[src/rtl/memory_access_stage.sv]
// Pipeline memory stage: valid/ready memory port, sub-word loads/stores with byte
// enables, misalignment suppression, a backpressured output register and a forwarding tuple.
module memory_access_stage #(
  parameter int DATA_WIDTH   = 32,
  parameter int ADDR_WIDTH   = 32,
  parameter int REG_ID_WIDTH = 5
) (
  input  logic                    clock,
  input  logic                    reset,
  input  logic                    in_valid,
  output logic                    in_ready,
  input  logic                    in_mem_read,
  input  logic                    in_mem_write,
  input  logic [1:0]              in_size,
  input  logic                    in_sign_extend,
  input  logic [ADDR_WIDTH-1:0]   in_address,
  input  logic [DATA_WIDTH-1:0]   in_store_data,
  input  logic                    in_reg_write_enable,
  input  logic [REG_ID_WIDTH-1:0] in_reg_write_id,
  input  logic                    in_reg_write_ready,
  input  logic [DATA_WIDTH-1:0]   in_reg_write_data,
  output logic                    mem_req_valid,
  input  logic                    mem_req_ready,
  output logic                    mem_req_write,
  output logic [ADDR_WIDTH-1:0]   mem_req_address,
  output logic [DATA_WIDTH-1:0]   mem_req_write_data,
  output logic [DATA_WIDTH/8-1:0] mem_req_byte_enable,
  input  logic                    mem_resp_valid,
  input  logic [DATA_WIDTH-1:0]   mem_resp_data,
  output logic                    out_valid,
  input  logic                    out_ready,
  output logic                    out_reg_write_enable,
  output logic [REG_ID_WIDTH-1:0] out_reg_write_id,
  output logic [DATA_WIDTH-1:0]   out_reg_write_data,
  output logic                    out_misaligned,
  output logic [REG_ID_WIDTH-1:0] fwd_register_id,
  output logic                    fwd_data_ready,
  output logic [DATA_WIDTH-1:0]   fwd_data
);
  localparam int NB   = DATA_WIDTH / 8;
  localparam int OFFW = $clog2(NB);

  typedef enum logic [1:0] {IDLE, REQUEST, WAIT_RESP, COMPLETE} state_e;
  state_e state_q, state_d;

  // hold register for the in-flight memory instruction
  logic                    h_write_q, h_write_d;
  logic [1:0]              h_size_q, h_size_d;
  logic                    h_sign_q, h_sign_d;
  logic [OFFW-1:0]         h_off_q, h_off_d;
  logic [ADDR_WIDTH-1:0]   h_addr_q, h_addr_d;
  logic [DATA_WIDTH-1:0]   h_wdata_q, h_wdata_d;
  logic [NB-1:0]           h_be_q, h_be_d;
  logic                    h_we_q, h_we_d;
  logic [REG_ID_WIDTH-1:0] h_id_q, h_id_d;
  logic [DATA_WIDTH-1:0]   h_data_q, h_data_d;

  // output register
  logic                    o_vld_q, o_vld_d;
  logic                    o_we_q, o_we_d;
  logic [REG_ID_WIDTH-1:0] o_id_q, o_id_d;
  logic [DATA_WIDTH-1:0]   o_data_q, o_data_d;
  logic                    o_mis_q, o_mis_d;

  logic                  slot_free, accept, is_mem, misaligned;
  logic [OFFW-1:0]       in_off;
  logic [NB-1:0]         be_base;
  logic [DATA_WIDTH-1:0] sh, mask, ld_data;
  logic                  ld_msb;

  assign slot_free = !o_vld_q || out_ready;
  assign in_ready  = (state_q == IDLE) && slot_free;
  assign accept    = in_valid && in_ready;
  assign is_mem    = in_mem_read || in_mem_write;
  assign in_off    = in_address[OFFW-1:0];

  always_comb begin
    misaligned = 1'b0;
    be_base    = '1;
    case (in_size)
      2'd0: be_base = NB'(1);
      2'd1: begin be_base = NB'(3);     misaligned = in_address[0];      end
      2'd2: begin be_base = NB'(8'h0F); misaligned = |in_address[1:0]; end
      default: misaligned = (DATA_WIDTH != 64) || (|in_address[2:0]);
    endcase
  end

  // load extraction: align to lane 0, truncate, then extend
  always_comb begin
    sh = mem_resp_data >> {h_off_q, 3'b000};
    case (h_size_q)
      2'd0:    begin mask = DATA_WIDTH'(8'hFF);         ld_msb = sh[7];  end
      2'd1:    begin mask = DATA_WIDTH'(16'hFFFF);      ld_msb = sh[15]; end
      2'd2:    begin mask = DATA_WIDTH'(32'hFFFF_FFFF); ld_msb = sh[31]; end
      default: begin mask = '1;                         ld_msb = sh[DATA_WIDTH-1]; end
    endcase
    ld_data = (sh & mask) | ((h_sign_q && ld_msb) ? ~mask : '0);
  end

  always_comb begin
    state_d   = state_q;
    h_write_d = h_write_q; h_size_d = h_size_q; h_sign_d = h_sign_q;
    h_off_d   = h_off_q;   h_addr_d = h_addr_q; h_wdata_d = h_wdata_q;
    h_be_d    = h_be_q;    h_we_d   = h_we_q;   h_id_d   = h_id_q;
    h_data_d  = h_data_q;
    o_vld_d   = o_vld_q && !out_ready;
    o_we_d    = o_we_q; o_id_d = o_id_q; o_data_d = o_data_q; o_mis_d = o_mis_q;
    case (state_q)
      IDLE: if (accept) begin
        if (!is_mem) begin
          o_vld_d  = 1'b1;
          o_we_d   = in_reg_write_enable;
          o_id_d   = in_reg_write_id;
          o_data_d = (in_reg_write_enable && in_reg_write_ready) ? in_reg_write_data : '0;
          o_mis_d  = 1'b0;
        end else if (misaligned) begin
          o_vld_d  = 1'b1;
          o_we_d   = 1'b0;
          o_id_d   = in_reg_write_id;
          o_data_d = '0;
          o_mis_d  = 1'b1;
        end else begin
          h_write_d = in_mem_write;
          h_size_d  = in_size;
          h_sign_d  = in_sign_extend;
          h_off_d   = in_off;
          h_addr_d  = {in_address[ADDR_WIDTH-1:OFFW], {OFFW{1'b0}}};
          h_wdata_d = in_store_data << {in_off, 3'b000};
          h_be_d    = in_mem_write ? (be_base << in_off) : '1;
          h_we_d    = in_reg_write_enable;
          h_id_d    = in_reg_write_id;
          h_data_d  = in_reg_write_enable ? in_reg_write_data : '0;
          state_d   = REQUEST;
        end
      end
      REQUEST: if (mem_req_ready) state_d = h_write_q ? COMPLETE : WAIT_RESP;
      WAIT_RESP: if (mem_resp_valid) begin
        h_data_d = ld_data;
        state_d  = COMPLETE;
      end
      default: if (slot_free) begin
        o_vld_d  = 1'b1;
        o_we_d   = h_we_q;
        o_id_d   = h_id_q;
        o_data_d = h_data_q;
        o_mis_d  = 1'b0;
        state_d  = IDLE;
      end
    endcase
  end

  always_ff @(posedge clock or posedge reset) begin
    if (reset) begin
      state_q   <= IDLE;
      h_write_q <= 1'b0; h_size_q <= '0; h_sign_q <= 1'b0; h_off_q <= '0;
      h_addr_q  <= '0;   h_wdata_q <= '0; h_be_q <= '0;    h_we_q <= 1'b0;
      h_id_q    <= '0;   h_data_q <= '0;
      o_vld_q   <= 1'b0; o_we_q <= 1'b0; o_id_q <= '0; o_data_q <= '0; o_mis_q <= 1'b0;
    end else begin
      state_q   <= state_d;
      h_write_q <= h_write_d; h_size_q <= h_size_d; h_sign_q <= h_sign_d; h_off_q <= h_off_d;
      h_addr_q  <= h_addr_d;  h_wdata_q <= h_wdata_d; h_be_q <= h_be_d;   h_we_q <= h_we_d;
      h_id_q    <= h_id_d;    h_data_q <= h_data_d;
      o_vld_q   <= o_vld_d; o_we_q <= o_we_d; o_id_q <= o_id_d; o_data_q <= o_data_d;
      o_mis_q   <= o_mis_d;
    end
  end

  assign mem_req_valid       = (state_q == REQUEST);
  assign mem_req_write       = h_write_q;
  assign mem_req_address     = h_addr_q;
  assign mem_req_write_data  = h_wdata_q;
  assign mem_req_byte_enable = h_be_q;

  assign out_valid            = o_vld_q;
  assign out_reg_write_enable = o_we_q;
  assign out_reg_write_id     = o_id_q;
  assign out_reg_write_data   = o_data_q;
  assign out_misaligned       = o_mis_q;

  assign fwd_data_ready  = 1'b1;
  assign fwd_register_id = (o_vld_q && o_we_q) ? o_id_q : '0;
  assign fwd_data        = (o_vld_q && o_we_q) ? o_data_q : '0;

  // an ALU result that claims to write but is not yet final cannot be forwarded
  a_alu_data_final: assert property (@(posedge clock) disable iff (reset)
    !(accept && !is_mem && in_reg_write_enable && !in_reg_write_ready));
endmodule

[config.mk]
export PLATFORM = sky130hd
export DESIGN_NAME = memory_access_stage
export DESIGN_NICKNAME = d
export VERILOG_FILES = /design/src/rtl/memory_access_stage.sv
export SDC_FILE = /design/constraint.sdc
export NUM_CORES = 1
export LEC_CHECK = 0
export ABC_AREA = 0
export CAP_MARGIN = 15
export CORE_UTILIZATION = 45
export CTS_CLUSTER_SIZE = 16
export DETAILED_ROUTE_END_ITERATION = 6
export PLACE_DENSITY = 0.87
export SKIP_CTS_REPAIR_TIMING = 1
export SLEW_MARGIN = 20
export SYNTH_ARGS = -nofsm -noshare
export SYNTH_HDL_FRONTEND = slang
export SYNTH_SLANG_ARGS = --single-unit
[constraint.sdc]
create_clock -name clock -period 5.55 [get_ports clock]
set_clock_uncertainty 0.2 [all_clocks]
set_input_delay 0.555 -clock clock [delete_from_list [all_inputs] [get_ports clock]]
set_output_delay 0.555 -clock clock [all_outputs]
set_load 0.01 [all_outputs]
[Yosys cells after proc, flatten, opt, wreduce, memory -nomap -nowiden]
Cells that the tools add are included.
Operators by class
  $add $sub $neg: 0
  multiply operators: 0
  divide/modulo/power cells: 0
  magnitude comparators: 0
  equal/unequal tests: 11
  shift-type cells: 3
  muxes and demuxes: 48
  bitwise gates (word level): 5
  reductions and logical operators: 22
Operators with widths (number)
  32-bit two-way mux: 12
  32-bit one-hot mux with 2 select lines: 3
  32-bit bitwise AND: 1
  32-bit inverter: 1
  32-bit bitwise OR: 1
  32-bit by 5-bit left shift with 32-bit output: 1
  32-bit by 5-bit right shift with 32-bit output: 1
  5-bit two-way mux: 5
  1-bit two-way mux: 13
  2-bit two-way mux: 6
  5-bit one-hot mux with 2 select lines: 1
  2-bit inequality test (second input constant): 4
  1-bit one-hot mux with 2 select lines: 4
  4-bit one-hot mux with 2 select lines: 1
  4-bit AND reduction: 2
  2-bit by 1-bit == test with 1-bit output (second input constant): 3
  1-bit logical AND: 6
  2-bit zero test: 3
  2-bit one-hot mux with 3 select lines: 1
  6-bit AND reduction: 1
  5-bit AND reduction: 1
  2-bit == test (second input constant): 2
  4-bit two-way mux: 1
  2-bit nonzero test: 2
  9 further kinds: 13
Word-level totals
  bits in registers: 152
  latch bits: 0
  bits in writable memories: 0
  ROM bits: 0
  bits of input ports: 146
  output and inout bits: 149
  logic and storage cells: 105
  memories: 0

[Depth between registers and ports, before layout]
Gate-level depths: netlist of run 1.
  depth after elaboration: 7
  gate-level depth with buffers: 10
  gate-level depth less buffers: 7

[Least setup slack after synthesis of run 1]
OpenSTA, ideal clock, no wires.
  path type: input-to-reg
  from: input in_address[1]
  to: register h_addr_q[2], in the netlist mem_req_address[2]
  setup time: 0.125 ns
  data arrival time: 1.905 ns
  data required time: 5.225 ns
  slack: 3.320 ns
  stages: 6
  buffers on the path: 2
  path through: or3_1 > a21oi_2 > nand3_2 > buf_2 > buf_6 > mux2_4
On the way
  word-level cells in the longest chain between the ends: 4
RTL lines
  start, declared: line 16  | input logic [ADDR_WIDTH-1:0] in_address,
  2-bit OR reduction: line 83  | 2'd2: begin be_base = NB'(8'h0F); misaligned = |in_address[1:0]; end
  1-bit one-hot mux with 3 select lines: line 80  | case (in_size)
  1-bit inverter (no line)
  4-bit AND reduction (no line)
  end signal, assigned: line 156  | h_addr_q <= '0; h_wdata_q <= '0; h_be_q <= '0; h_we_q <= 1'b0;
  end signal, assigned: line 162  | h_addr_q <= h_addr_d; h_wdata_q <= h_wdata_d; h_be_q <= h_be_d; h_we_q <= h_we_d;
  end, declared: line 51  | logic [ADDR_WIDTH-1:0] h_addr_q, h_addr_d;
No other way between the ends.
A chain may end at the register's enable or synchronous reset.

[Final worst setup path of run 1]
  from: register state_q[1]
  to: output in_ready
On the way
  word-level cells in the longest chain between the ends: 2
RTL lines
  start, declared: line 44  | state_e state_q, state_d;
  start signal, assigned: line 160  | state_q <= state_d;
  2-bit zero test: line 72  | assign in_ready = (state_q == IDLE) && slot_free;
  1-bit logical AND: line 72
  end, declared: line 11  | output logic in_ready,
No other way between the ends.

==> summary.md, run 1 <==
| Metric | Value |
|---|---|
| Run status | finished, final reports clean |
| Flop and latch count out of synthesis | ~150 |
| Final slew viol count | 0 |
| Die ar. | 18,000 sq um |
| WS Path Type | flip-flop to primary output |
| NumNets Final | 1,195 |
| Critical Path AT | 3060 ps |
| Drt first pass iters | 6 |
| Antenna Violating Nets Remaining | 0 |
| Routed via count | 7,193 |
| Clk pwr share | 0.193 |
| Routed len/inst | 19.5 um |
| Synth cell count leaders | dfrtp_1, nand2_1, o21ai_0, mux2_2 |
| Longest Clk Path Bufs | 2 |
| Adder-Cell Fraction of Synth Area | 0.00636 |
| First-pass GRT wire length | 38,800 um |
| Max-cap violations | 0 |
| Sw Ratio | 0.372 |
| HP Start | mem_req_write_data[4] |
| Mux contribution to synthesized area | 0.141 |
| DR DRC count | 0 |
| Post-synthesis sequential area ratio | 0.484 |
| GP Congestion | 0.918 |
| Core Footprint | approximately 17,000 sq um |
| Final non-filler cell total | roughly 1,300 |
| Vias in the first global route | 7,271 |
| Worst slew margin | 0.297 |
| # rows | 47 |
| R2R Setup Slk | approximately 1800 ps |
| Yosys warnings | 0 |
| Clock Latency Late Sink | approximately 430 ps |
| Hold depth | 2 |
| Seq. cell area | approximately 3800 sq um |
| GRT Total Usage | 0.282 |
| RSZ-0062 raised after global routing | false |
| Ports | 295 |
| Crit Reg-Reg Startpoint | state_q[1] |
| Number of diodes | 0 |
| H-tree depth | 4 |
| Period minus WS final | 3810 ps |
| Width of the die | 134 um |
| Initial antenna violation count | 0 |
| Port Buf Inserts | ~290 |
| HPWL Detailed | ~18,000 um |
| Starting Density | 0.468 |
| Area Growth Syn to Fin | 45.7% |
| Worst Hold Class | flip-flop to flip-flop |
| Comb power frac | 0.472 |
| Clk slew on worst S/H paths | approximately 60 ps |
| TritonCTS Buffers | 17 |
| Fillcell total | 1,286 |
| Switching power | 2.27 mW |
| Setup TNS | 0 ps |
| Ys async rst share | 1.00 |
| Largest family of logic cells by synthesized area | compound AO/OA/AOI/OAI gates |
| Post-synthesis cell type count | 50 |
| FMAX | 0.262 GHz |
| Multi-input logic area | 3750 sq um |
| PD cells | 533 nW/um^2 |
| Die height | 134 um |
| Primary FF master, synth | dfrtp_1 |
| Largest net degree at the start of global routing | 66 |
| Crit Reg-Reg Endpoint | mem_req_write_data[31] |
| Post-synth EDFFs | 0 |
| Syn Inst Count | 790 |
| Grt ovf | 0 |
| Mean area per synthesized cell | 9.95 sq um |
| Critical Path Fanout Max | 17 |
| # setup viols final | 0 |
| LEAKAGE | around 4.9 nW |
| Layout cells sized above 1 | 0.107 |
| Worst path required time | 4800 ps |
| Post-synthesis cell area | between 7000 and 8000 sq um |
| Post-Route WL | 24,900 um |
| Vias per cell | 5.63 |
| Crit. End Element | primary output |
| Flop pwr share | 0.335 |
| Reg2reg path depth | 7 |
| Yosys top cell by area | dfrtp_1 |
| Fin. Hold Viols | 0 |
| Dpl cells | about 1,200 |
| Crit share post-route | 0.687 |
| Startpoint Class | flip-flop |
| Hold EP | mem_req_write_data[4] |
| Most frequent cell after synthesis | dfrtp_1 |
| P_int | approximately 3.8 mW |
| First-iteration detailed-routing DRC count | 483 |
| Post-synthesis compound-gate area fraction | 0.186 |
| Root buffer cell | clkbuf_16 |
| Xor and xnor area share after synthesis | 0 |
| Area contributors post-synth | dfrtp_1, nand2_1, mux2_2 |
| Clk sink count | 152 |
| Worst-Margin Slew | 1050 ps |
| Worst VDD drop | 0.000294 V |
| Simple-Gate Fraction of Synth Area | 0.138 |
| Top cell type's share of synthesized area | 0.484 |
| CTS tree | done |
-- worst max-delay path by stage --
stage                                   to  slack [ps]  cells past startpoint           from
finish                            in_ready        1740                      5     state_q[1]
CTS                               in_ready        1710                      5     state_q[1]
global route        mem_req_write_data[31]        1440                      7     state_q[1]
global placement    mem_req_write_data[27]        1700                      7  in_address[1]
floorplan                      h_data_q[0]         700                      1          reset
detailed placement  mem_req_write_data[30]        1590                      7  in_address[1]
-- power groups by stage --
stage	Clock (mW)	Sequential, mW	Combinational, mW
floorplan	0	2.08	1.52
global placement	0	2.03	2.80
detailed placement	0	2.05	2.88
CTS	1.20	2.05	2.89
global route	1.24	2.12	3.14
finish	1.18	2.05	2.88
-- cells in the final DEF, fill, tap and decap left out, drive strengths merged, types with 13 or more instances in the layout --
cell type / synthesis / routed
o21ai: 79 / 79
clkbuf: 39 / 22
buf: 29 / 13
a21oi: 28 / 28
mux2: 58 / 58
nor2b: 16 / 16
clkdlybuf4s50: 0 / 290
dfrtp: 152 / 152
mux2i: 39 / 39
nor2: 25 / 25
nand2: 141 / 141
o21a: 14 / 14
and3: 38 / 38
a32oi: 15 / 15
a22oi: 39 / 39
-- cells by family (layout without fill, tap and decap cells) --
group                      Yosys count  in the layout
and+or+nand+nor                    239            239
other                                2              3
muxes                               97             97
adders and majority gates            4              4
buffers and inverters               74            341
AOI/OAI and AO/OA                  222            222
DFF                                152            152
-- sequential cells by signal, summed over array words and instances, names as in the netlist --
signal,count
h_id_q,5
mem_req_write_data,32
out_reg_write_enable,1
h_off_q,2
h_sign_q,1
h_data_q,32
h_we_q,1
out_reg_write_data,32
mem_req_address,30
out_reg_write_id,5
out_valid,1
h_size_q,2
state_q,2
mem_req_write,1
out_misaligned,1
mem_req_byte_enable,4
-- final cells by class --
type / count / share of cell area
sequential: 152 / 0.332
multi-input combinational: 565 / 0.327
timing repair buffer: 303 / 0.262
clock buffer: 22 / 0.0423
tap: 220 / 0.0240
clock inverter: 10 / 0.0103
inverter: 6 / 0.00240
-- per-stage QoR --
| stage | hold WS, ps | power, mW | setup WS [ps] | instance area, sq um | util |
|---|---|---|---|---|---|
| after global placement | 262 | 4.83 | 1700 | 10800 | 0.645 |
| after detailed placement | 269 | 4.93 | 1590 | 10800 | 0.645 |
| after CTS | 283 | 6.13 | 1710 | 11400 | 0.680 |
| after floorplan | 251 | 3.60 | 702 | 7870 | - |
| final | 280 | 6.11 | 1740 | 11500 | 0.681 |
| after global routing | 305 | 6.50 | 1440 | 11500 | 0.681 |
-- critical path, stage by stage, from the launching register on --
cell and delay, ps:
dfrtp_1 410, inv_1 100, ha_1 690, clkinv_1 600, nor2_1 230, clkdlybuf4s50_1 580
-- metal layers --
| layer | up-vias | part of all wire | routed length (um) | track usage |
|---|---|---|---|---|
| met1 | 3423 | 0.39 | 9740 | 0.347 |
| li1 | 3331 | - | - | - |
| met4 | 0 | 0.033 | 821 | 0.126 |
| met3 | 50 | 0.097 | 2410 | 0.0881 |
| met5 | - | 0 | 0 | 0 |
| met2 | 389 | 0.48 | 11900 | 0.455 |
Power figures use the tool's default switching activity.
==> run 2, diff against run 1 <==
- CORE_UTILIZATION: 45 -> 41
- PLACE_DENSITY: 0.87 -> 0.84
- clock period: 5.55 -> 3.2 ns (I/O delays scaled with it)
==> run 2 against run 1 <==
Count of clock-buffer cells in the layout down 3. Sequential share of layout area down 0.41 points. Sequential cell count did not move. Final cell count up 1.6%. Register-to-register slack got worse by 1200 ps. Wire length fell by 1.7%. Combinational power rose by 76%. Setup slack worse by 1300 ps. Via count fell by 0.92%. Worst hold slack worse by 130 ps. Non-clock buffer count up 5. Die area up 9.6%. Critical endpoint unchanged. Highest routed layer unchanged.
==> summary.md, run 2 (synthesis results as in run 1) <==
| Metric | Value |
|---|---|
| Vias in the first global route | 7,206 (-0.89%) |
| Final non-filler cell total | 1,298 (+1.6%) |
| Largest net degree at the start of global routing | 98 (+48%) |
| Commonest non-fill, non-tap cells in the layout | clkdlybuf4s50_1, dfrtp_1, nand2_1 |
| Grt met3 use | 0.0844 (-0.00361) |
| Width of the die | 140 um (+4.7%) |
| GP Congestion | 0.887 (-3.3%) |
| Reg2reg path depth | 6 (-1) |
| Port Buf Inserts | 291 (unchanged) |
| Crit Reg-Reg Startpoint | state_q[0] |
| Commonest non-fill, non-tap cell in the layout | clkdlybuf4s50_1 |
| Crit. End Element | primary output |
| M1 GR Usage | 0.310 (-0.0370) |
| Max-cap violations | 0 (unchanged) |
| Layout cells sized above 1 | 0.108 (+0.00138) |
| Critical Path Fanout Max | 7 (-10) |
| Drt first pass iters | 7 (+1) |
| Longest Clk Path Bufs | 2 (unchanged) |
| Period minus WS final | around 2800 ps |
| Area Growth Syn to Fin | 47.4% |
| Post-place setup slack | 377 ps (-1210 ps) |
| Routed via count | 7,127 (-0.92%) |
| FMAX | 0.359 GHz |
| R2R Setup Slk | 570 ps (-1210 ps) |
| Delay of the slowest critical-path stage | 590 ps (-100 ps) |
| Dpl cells | 1,265 (+1.5%) |
| Fin. Hold Viols | 0 (unchanged) |
| H-tree depth | 4 (unchanged) |
| NumNets Final | 1,200 (+0.42%) |
| Clk slew on worst S/H paths | 60 ps (about the same) |
| Setup TNS | 0 ps (unchanged) |
| Post-Route WL | 24,500 um (-1.7%) |
| Vias per cell | 5.49 (-2.4%) |
| Routed len/inst | 18.9 um (-3.2%) |
| LEAKAGE | 4.98 nW (+1.3%) |
| # rows | 50 (+6.4%) |
| GRT Total Usage | 0.256 (-0.0258) |
| DR DRC count | 0 (unchanged) |
| First-iteration detailed-routing DRC count | 375 (-22%) |
| DP Area | 10,900 sq um (+0.96%) |
| Final slew viol count | 0 (unchanged) |
| Root buffer cell | clkbuf_16 |
| CP cell instances | inv_1 > ha_1 > clkinv_1 > nor2_1 > clkdlybuf4s50_1 |
| CP startpoint | state_q[1] |
| Worst slew margin | 0.324 (+0.0273) |
| RSZ-0062 raised after global routing | false |
| Clock Latency Late Sink | 420 ps (about the same) |
| Worst-Margin Slew | 1010 ps (-43.0 ps) |
| TritonCTS Buffers | 17 (unchanged) |
| Run status | finished, final reports clean |
| HPWL Detailed | 17,800 um (about the same) |
| Grt peak-use layer | met2 |
| Worst VDD drop | 0.000563 V (+92%) |
| Antenna Violating Nets Remaining | 0 (unchanged) |
| # setup viols final | 0 (unchanged) |
| Final Util | 0.617 (-0.0636) |
| Die ar. | 19,700 sq um (+9.6%) |
| First-pass GRT wire length | 39,000 um (+0.57%) |
| Setup WS post-layout | 413 ps (-1320 ps) |
| Startpoint Class | flip-flop |
| Grt ovf | 0 (unchanged) |
| PD cells | 927 nW/um^2 (+74%) |
| Die height | 140 um (+4.7%) |
| Worst path required time | 2680 ps (-2120 ps) |
| Core Footprint | 18,800 sq um (+12%) |
| Met2 Use GR | 0.428 (-0.0269) |
| Worst Hold Class | input pin to async pin |
| WS Path Type | flip-flop to primary output |
| Starting Density | 0.419 (-0.0486) |
| Crit share post-route | 0.871 |
| Clk sink count | 152 (unchanged) |
| Ports | 295 (unchanged) |
| Initial antenna violation count | 1 (+1) |
| Finished Cell Area | 11,600 sq um (+1.2%) |
| CTS tree | done |
| Slowest-stage cell, CP | clkdlybuf4s50_1 |
| Critical Path AT | 2270 ps (-790 ps) |
## run 2: changes by cell type in the layout (fill, tap and decap cells not counted)
cell	delta
inv_6	+1
clkinv_2	-1
buf_12	+4
bufinv_16	+2
clkinv_4	+2
dfrtp_2	-2
buf_4	+1
diode_2	+1
o21bai_2	-1
o21bai_1	+1
clkbuf_8	-3
dfrtp_1	+2
clkinvlp_4	-1
## run 2: final cells by class
cell class | instances | area [sq um]
Fill cell | 1541 | 7180
Sequential cell | 152 | 3800
Multi-Input combinational cell | 565 | 3740
Timing Repair Buffer | 308 | 3090
Clock buffer | 19 | 443
Tap cell | 234 | 293
Clock inverter | 13 | 193
Inverter | 6 | 26.3
Antenna cell | 1 | 2.50
## run 2: metrics by stage
stage / hold slack [ps] / power [mW]
6_report: 145 / 10.7
5_1_grt: 185 / 11.4
4_1_cts: 153 / 10.8
3_5_place_dp: 264 / 8.57
3_3_place_gp: 257 / 8.40
2_1_floorplan: 251 / 6.25
## run 2: critical path: cells and delay by family (launching register included)
kind / cells / cell delay, ps
and+or+nand+nor: 1 / 170
adders and majority gates: 1 / 290
DFF: 1 / 400
buffers and inverters: 3 / 990
## run 2: report_power, final
part / switching [mW] / leakage, nW / internal [mW]
clock: 0.833 / 0.305 / 1.34
combinational: 2.43 / 2.80 / 2.63
sequential: 0.665 / 1.87 / 2.84
## run 2: final timing paths
path                                           to
setup / recovery                         in_ready
hold / removal                        h_data_q[9]
setup reg to reg                      h_data_q[5]
hold reg to reg            mem_req_byte_enable[2]
max in group asynchronous     mem_req_address[16]
min in group clock         mem_req_byte_enable[2]
## run 2: metal layers
metal / vias to the layer above / wire length (um)
met5: - / 0
met4: 0 / 550
met3: 36 / 2250
met2: 354 / 12000
met1: 3393 / 9720
li1: 3344 / -
==> run 3, diff against run 2 <==
- PLACE_DENSITY: 0.84 -> 0.8
==> run 3 against run 2 <==
Power decreased by 1.6%. Register-to-register slack gained 170 ps. Cell area down 0.60%. Setup slack improved by 190 ps.
==> summary.md, run 3 (synthesis results as in run 1) <==
| Metric | Value |
|---|---|
| Run status | finished, final reports clean |
| WS Path Type | flip-flop to primary output |
| Reg2reg path depth | 6 (unchanged) |
| Worst-Margin Slew | 958 ps (-53.5 ps) |
| Slowest-stage cell, CP | clkdlybuf4s50_1 |
| Antenna Violating Nets Remaining | 0 (unchanged) |
| Delay of the slowest critical-path stage | 520 ps (-70 ps) |
| Root buffer cell | clkbuf_16 |
| DR DRC count | 0 (unchanged) |
| Port Buf Inserts | 291 (unchanged) |
| Grt met3 use | 0.0715 (-0.0130) |
| Clk slew on worst S/H paths | 60 ps (about the same) |
| Worst VDD drop | 0.000553 V (-1.8%) |
| Startpoint Class | flip-flop |
| Crit Reg-Reg Endpoint | h_data_q[6] |
| Die height | 140 um (unchanged) |
| R2R Setup Slk | 740 ps (+170 ps) |
| # setup viols final | 0 (unchanged) |
| Clock Latency Late Sink | 430 ps (about the same) |
| M1 GR Usage | 0.322 (+0.0113) |
| H-tree depth | 4 (unchanged) |
| Routed via count | 7,127 (unchanged) |
| NumNets Final | 1,202 (+0.17%) |
| Final non-filler cell total | 1,298 (unchanged) |
| HPWL Detailed | 17,100 um (-3.9%) |
| Width of the die | 140 um (unchanged) |
| Grt ovf | 0 (unchanged) |
| Critical Path Fanout Max | 40 (+33) |
| GP Congestion | 0.862 (-2.9%) |
| PD cells | 918 nW/um^2 (-0.96%) |
| Dpl cells | 1,267 (+0.16%) |
| Critical Path AT | 2080 ps (-190 ps) |
| Worst Hold Class | input pin to flip-flop |
| Ports | 295 (unchanged) |
| Number of diodes | 0 (-1) |
| Fillcell total | 1,546 (+0.32%) |
| Drt first pass iters | 5 (-2) |
| CTS tree | done |
| Vias per cell | 5.49 (unchanged) |
| CP cell instances | buf_4 > nor2b_1 > nor2_1 > clkdlybuf4s50_1 |
| Layout cells sized above 1 | 0.110 (+0.00178) |
| # rows | 50 (unchanged) |
| LEAKAGE | 4.94 nW (-0.71%) |
| Final Util | 0.614 (-0.00373) |
| Initial antenna violation count | 2 (+1) |
| FMAX | 0.385 GHz (+7.2%) |
| Crit share post-route | 0.812 (-0.0585) |
| Final slew viol count | 0 (unchanged) |
| Commonest non-fill, non-tap cells in the layout | clkdlybuf4s50_1, dfrtp_1, nand2_1 |
| Starting Density | 0.419 (unchanged) |
| Hold EP | h_off_q[0] |
| Crit Reg-Reg Startpoint | state_q[0] |
| Die ar. | 19,700 sq um (unchanged) |
| Multi-input logic area | 3750 sq um (+0.10%) |
| Largest net degree at the start of global routing | 153 (+56%) |
| Commonest non-fill, non-tap cell in the layout | clkdlybuf4s50_1 |
| Grt peak-use layer | met2 |
| Max-cap violations | 0 (unchanged) |
| Longest Clk Path Bufs | 2 (unchanged) |
| HP Start | in_address[0] |
| Area Growth Syn to Fin | 46.5% |
| GRT Total Usage | 0.250 (-0.00571) |
| Period minus WS final | 2600 ps (-187 ps) |
| Fin. Hold Viols | 0 (unchanged) |
| Met2 Use GR | 0.410 (-0.0179) |
| Worst path required time | 2680 ps (about the same) |
| Worst slew margin | 0.361 (+0.0370) |
| Vias in the first global route | 6,889 (-4.4%) |
| CP startpoint | out_valid |
| Routed len/inst | 18.7 um (-1.0%) |
| Clk sink count | 152 (unchanged) |
| First-iteration detailed-routing DRC count | 519 (+38%) |
| RSZ-0062 raised after global routing | false |
| Hold depth | 2 |
| Setup TNS | 0 ps (unchanged) |
| Core Footprint | 18,800 sq um (unchanged) |
| Crit. End Element | primary output |
| TritonCTS Buffers | 17 (unchanged) |
| Seq. cell area | 3800 sq um (unchanged) |
| Post-Route WL | 24,200 um (-1.0%) |
| First-pass GRT wire length | 38,000 um (-2.5%) |
| Tot Pwr | 10.6 mW (-1.6%) |
## run 3: changes by cell type in the layout (fill, tap and decap cells not counted)
| cell | change |
|---|---|
| buf_12 | -3 |
| buf_4 | +5 |
| bufinv_16 | -2 |
| clkinv_2 | -1 |
| clkinvlp_4 | +1 |
| diode_2 | -1 |
| inv_6 | +1 |
| o21bai_1 | -1 |
| o21bai_2 | +1 |
## run 3: power breakdown
part	switching (mW)	internal, mW	total, mW
clock	0.855	1.18	2.03
combinational	2.47	2.61	5.09
sequential	0.610	2.84	3.45
## run 3: stage by stage
stage | hold WS [ps] | instance area [sq um] | setup slack [ps]
finish | 33.4 | 11500 | 600
global route | 34.7 | 11500 | 483
detailed placement | 266 | 10900 | 504
CTS | 15.4 | 11500 | 530
floorplan | 251 | 7870 | 763
global placement | 260 | 10900 | 522
## run 3: worst max-delay path by stage
| stage | cells after the start | end |
|---|---|---|
| after floorplan | 1 | h_data_q[0] |
| after global placement | 6 | mem_req_address[2] |
| after detailed placement | 6 | mem_req_address[2] |
| after CTS | 6 | h_data_q[6] |
| after global routing | 4 | in_ready |
| final | 4 | in_ready |
## run 3: per-layer routing
layer | up-vias | routed length [um]
li1 | 3354 | -
met1 | 3412 | 10000
met2 | 324 | 11600
met3 | 33 | 2140
met4 | 4 | 398
met5 | - | 34
## run 3: area by class of cell
cell class / count / share of cell area
sequential: 152 / 0.330
timing repair buffer: 310 / 0.266
multi-input combinational: 565 / 0.325
clock inverter: 12 / 0.0125
clock buffer: 19 / 0.0385
inverter: 6 / 0.00228
tap: 234 / 0.0254
## run 3: critical path, delay by kind of cell (launching register included)
kind,cells,cell delay [ps]
buf+inv,2,830
simple gates,2,510
flops,1,320
==> RTL change, RTL diff (flow settings as in run 1) <==
Take the reset off `h_wdata_q` and load it in a clocked block of its own.
--- a/src/rtl/memory_access_stage.sv
+++ b/src/rtl/memory_access_stage.sv
@@ -155,3 +155,3 @@
       h_write_q <= 1'b0; h_size_q <= '0; h_sign_q <= 1'b0; h_off_q <= '0;
-      h_addr_q  <= '0;   h_wdata_q <= '0; h_be_q <= '0;    h_we_q <= 1'b0;
+      h_addr_q  <= '0;   h_be_q <= '0;    h_we_q <= 1'b0;
       h_id_q    <= '0;   h_data_q <= '0;
@@ -161,3 +161,3 @@
       h_write_q <= h_write_d; h_size_q <= h_size_d; h_sign_q <= h_sign_d; h_off_q <= h_off_d;
-      h_addr_q  <= h_addr_d;  h_wdata_q <= h_wdata_d; h_be_q <= h_be_d;   h_we_q <= h_we_d;
+      h_addr_q  <= h_addr_d;  h_be_q <= h_be_d;   h_we_q <= h_we_d;
       h_id_q    <= h_id_d;    h_data_q <= h_data_d;
@@ -166,2 +166,6 @@
     end
+  end
+
+  always_ff @(posedge clock) begin
+    h_wdata_q <= h_wdata_d;
   end
Formal check against the unedited RTL: not equivalent (a bounded check fails within 4 cycles, from zero or initial values and one cycle with reset high).
==> RTL change against run 1 <==
Cell area grew 2.2%. Synthesized area up 3.4%. Clock power is 4% lower. Cell count decreased by 5.9%. Sequential cell count is the same. Count of clock-buffer cells in the layout unchanged. Hold slack improved by 0.023 ns. Largest cell class unchanged. Die area grew 3.3%. Routed wire length is 4.1% lower. Critical path depth up 1. Largest power group unchanged. Power down 2.7%. Worst setup slack improved by 0.11 ns. Synthesized cell count fell by 10%.
==> RTL change: results (changes against run 1) <==
[setup_path]
r2r_start = state_q[0]
rr_endpoint = h_data_q[10]
path_class = register to register
critical-path-top-delay-family = compound AO/OA/AOI/OAI gates
r2r_cells = 6  ; -1
critical-path-max-stage-delay_ns = 0.98  ; +0.29 ns
cp.arrival_ns = 3.81  ; +0.75 ns
crit_start = state_q[0]
crit_slowest_cell = a2111oi_4
r2r_setup_slack_ns = 1.85  ; +0.07 ns

[layout]
multi_input_comb_cells = 472  ; -16%
n_antenna_cell = 1  ; +1
clk_share_pct = 4.938  ; -0.32 points
final-nonclk-buf-share_pct = 25.68  ; -0.49 points
inv_count = 17  ; +11
multi_input_area_sq_um = 3804  ; +1.5%
nFillCells = 1282  ; -0.31%
layout.nets = 1113  ; -6.9%
final_cells = 1202  ; -5.9%
drive_above_1_share_pct = 14.86  ; +4.2 points
n_sequential_cell = 152  ; unchanged

[drt]
via_per_inst = 5.771  ; +2.5%
drt_wl_total_mm = 23.86  ; -4.1%
first_iter_violations = 611  ; +27%

[clock_network]
clockBufferDepth = 2  ; unchanged
clock_latency_ns = 0.41  ; -0.02 ns

[yosys]
avgSynthCellArea_sq_um = 11.48  ; +15%
async_flop_share_pct = 78.95  ; -21 points
synth_edf_count = 32  ; +32
yosysSeqAreaShare_pct = 48.77  ; +0.40 points
synthTopCellsByCount = 120 x dfrtp_1, 89 x mux2_2, 39 x and3_1, 38 x clkbuf_1
synthTopCellsByArea = dfrtp_1 37%, mux2_2 12%, edfxtp_1 12%
yosysUniqueCellTypes = 55  ; +10%

[hold_path]
hold_end = h_data_q[2]
min_path_type = register to register
min_path_cells = 1  ; -1
hold_path_startpoint = h_data_q[2]

[timing]
tightestPinTransition_ns = 1.067  ; +0.01176 ns
whs_ns = 0.3028  ; +0.02281 ns

[global_route]
gr-usage-all-layers_pct = 26.22  ; -2.0 points
grt_max_degree = 81  ; +23%
grt_pass1_wl_mm = 37.17  ; -4.1%
first_global_vias = 6826  ; -6.1%

[placed_design]
gp_congestion = 0.8755  ; -4.6%
dp_hpwl_mm = 17.00  ; -4.3%

[power_and_ir_drop]
power_leakage_nw = 4.782  ; -2.6%

[outcome]
status = completed

[RTL change: cell count changes after synthesis, sizes merged, moves of 12 or more]
cell	delta
a2111oi	+17
a211oi	+25
a22o	+34
a22oi	-39
a32oi	-15
dfrtp	-32
edfxtp	+32
inv	+12
mux2	+43
nand2	-107
nand2b	+14
nor3	+12
o21a	-14
o21ai	-65
[RTL change: metal layers]
metal / track usage, % / vias to the layer above / wire length (um)
met3: 5.667 / 48 / 1965
met2: 40.81 / 376 / 11330
li1: - / 3157 / -
met5: 0 / - / 0
met1: 34.95 / 3356 / 9841
met4: 11.79 / 0 / 721
[RTL change: cell families (layout without fill, tap and decap cells)]
| kind of cell | Yosys count | after routing | synth area share [%] |
|---|---|---|---|
| and+or+nand+nor | 168 | 168 | 11.41 |
| other | 2 | 4 | 0.09240 |
| adders and majority gates | 4 | 4 | 0.6158 |
| muxes | 135 | 135 | 18.33 |
| AOI/OAI and AO/OA | 162 | 162 | 16.10 |
| buffers and inverters | 85 | 352 | 4.680 |
| DFF | 152 | 152 | 48.77 |
[RTL change: stage by stage]
| step | util, % | cell area [sq um] | setup slack, ns |
|---|---|---|---|
| after floorplan | - | 8132 | 1.609 |
| after global placement | 63.57 | 11110 | 1.649 |
| after detailed placement | 63.64 | 11120 | 1.549 |
| after CTS | 66.95 | 11700 | 1.852 |
| after global routing | 66.98 | 11710 | 1.522 |
| final | 66.98 | 11710 | 1.849 |
[RTL change: report_power, final]
part | leakage [nW] | internal, mW | switching, mW | total (mW)
clock | 0.273 | 0.670 | 0.464 | 1.13
combinational | 2.75 | 1.59 | 1.31 | 2.90
sequential | 1.75 | 1.60 | 0.312 | 1.92
total | 4.78 | 3.86 | 2.09 | 5.95
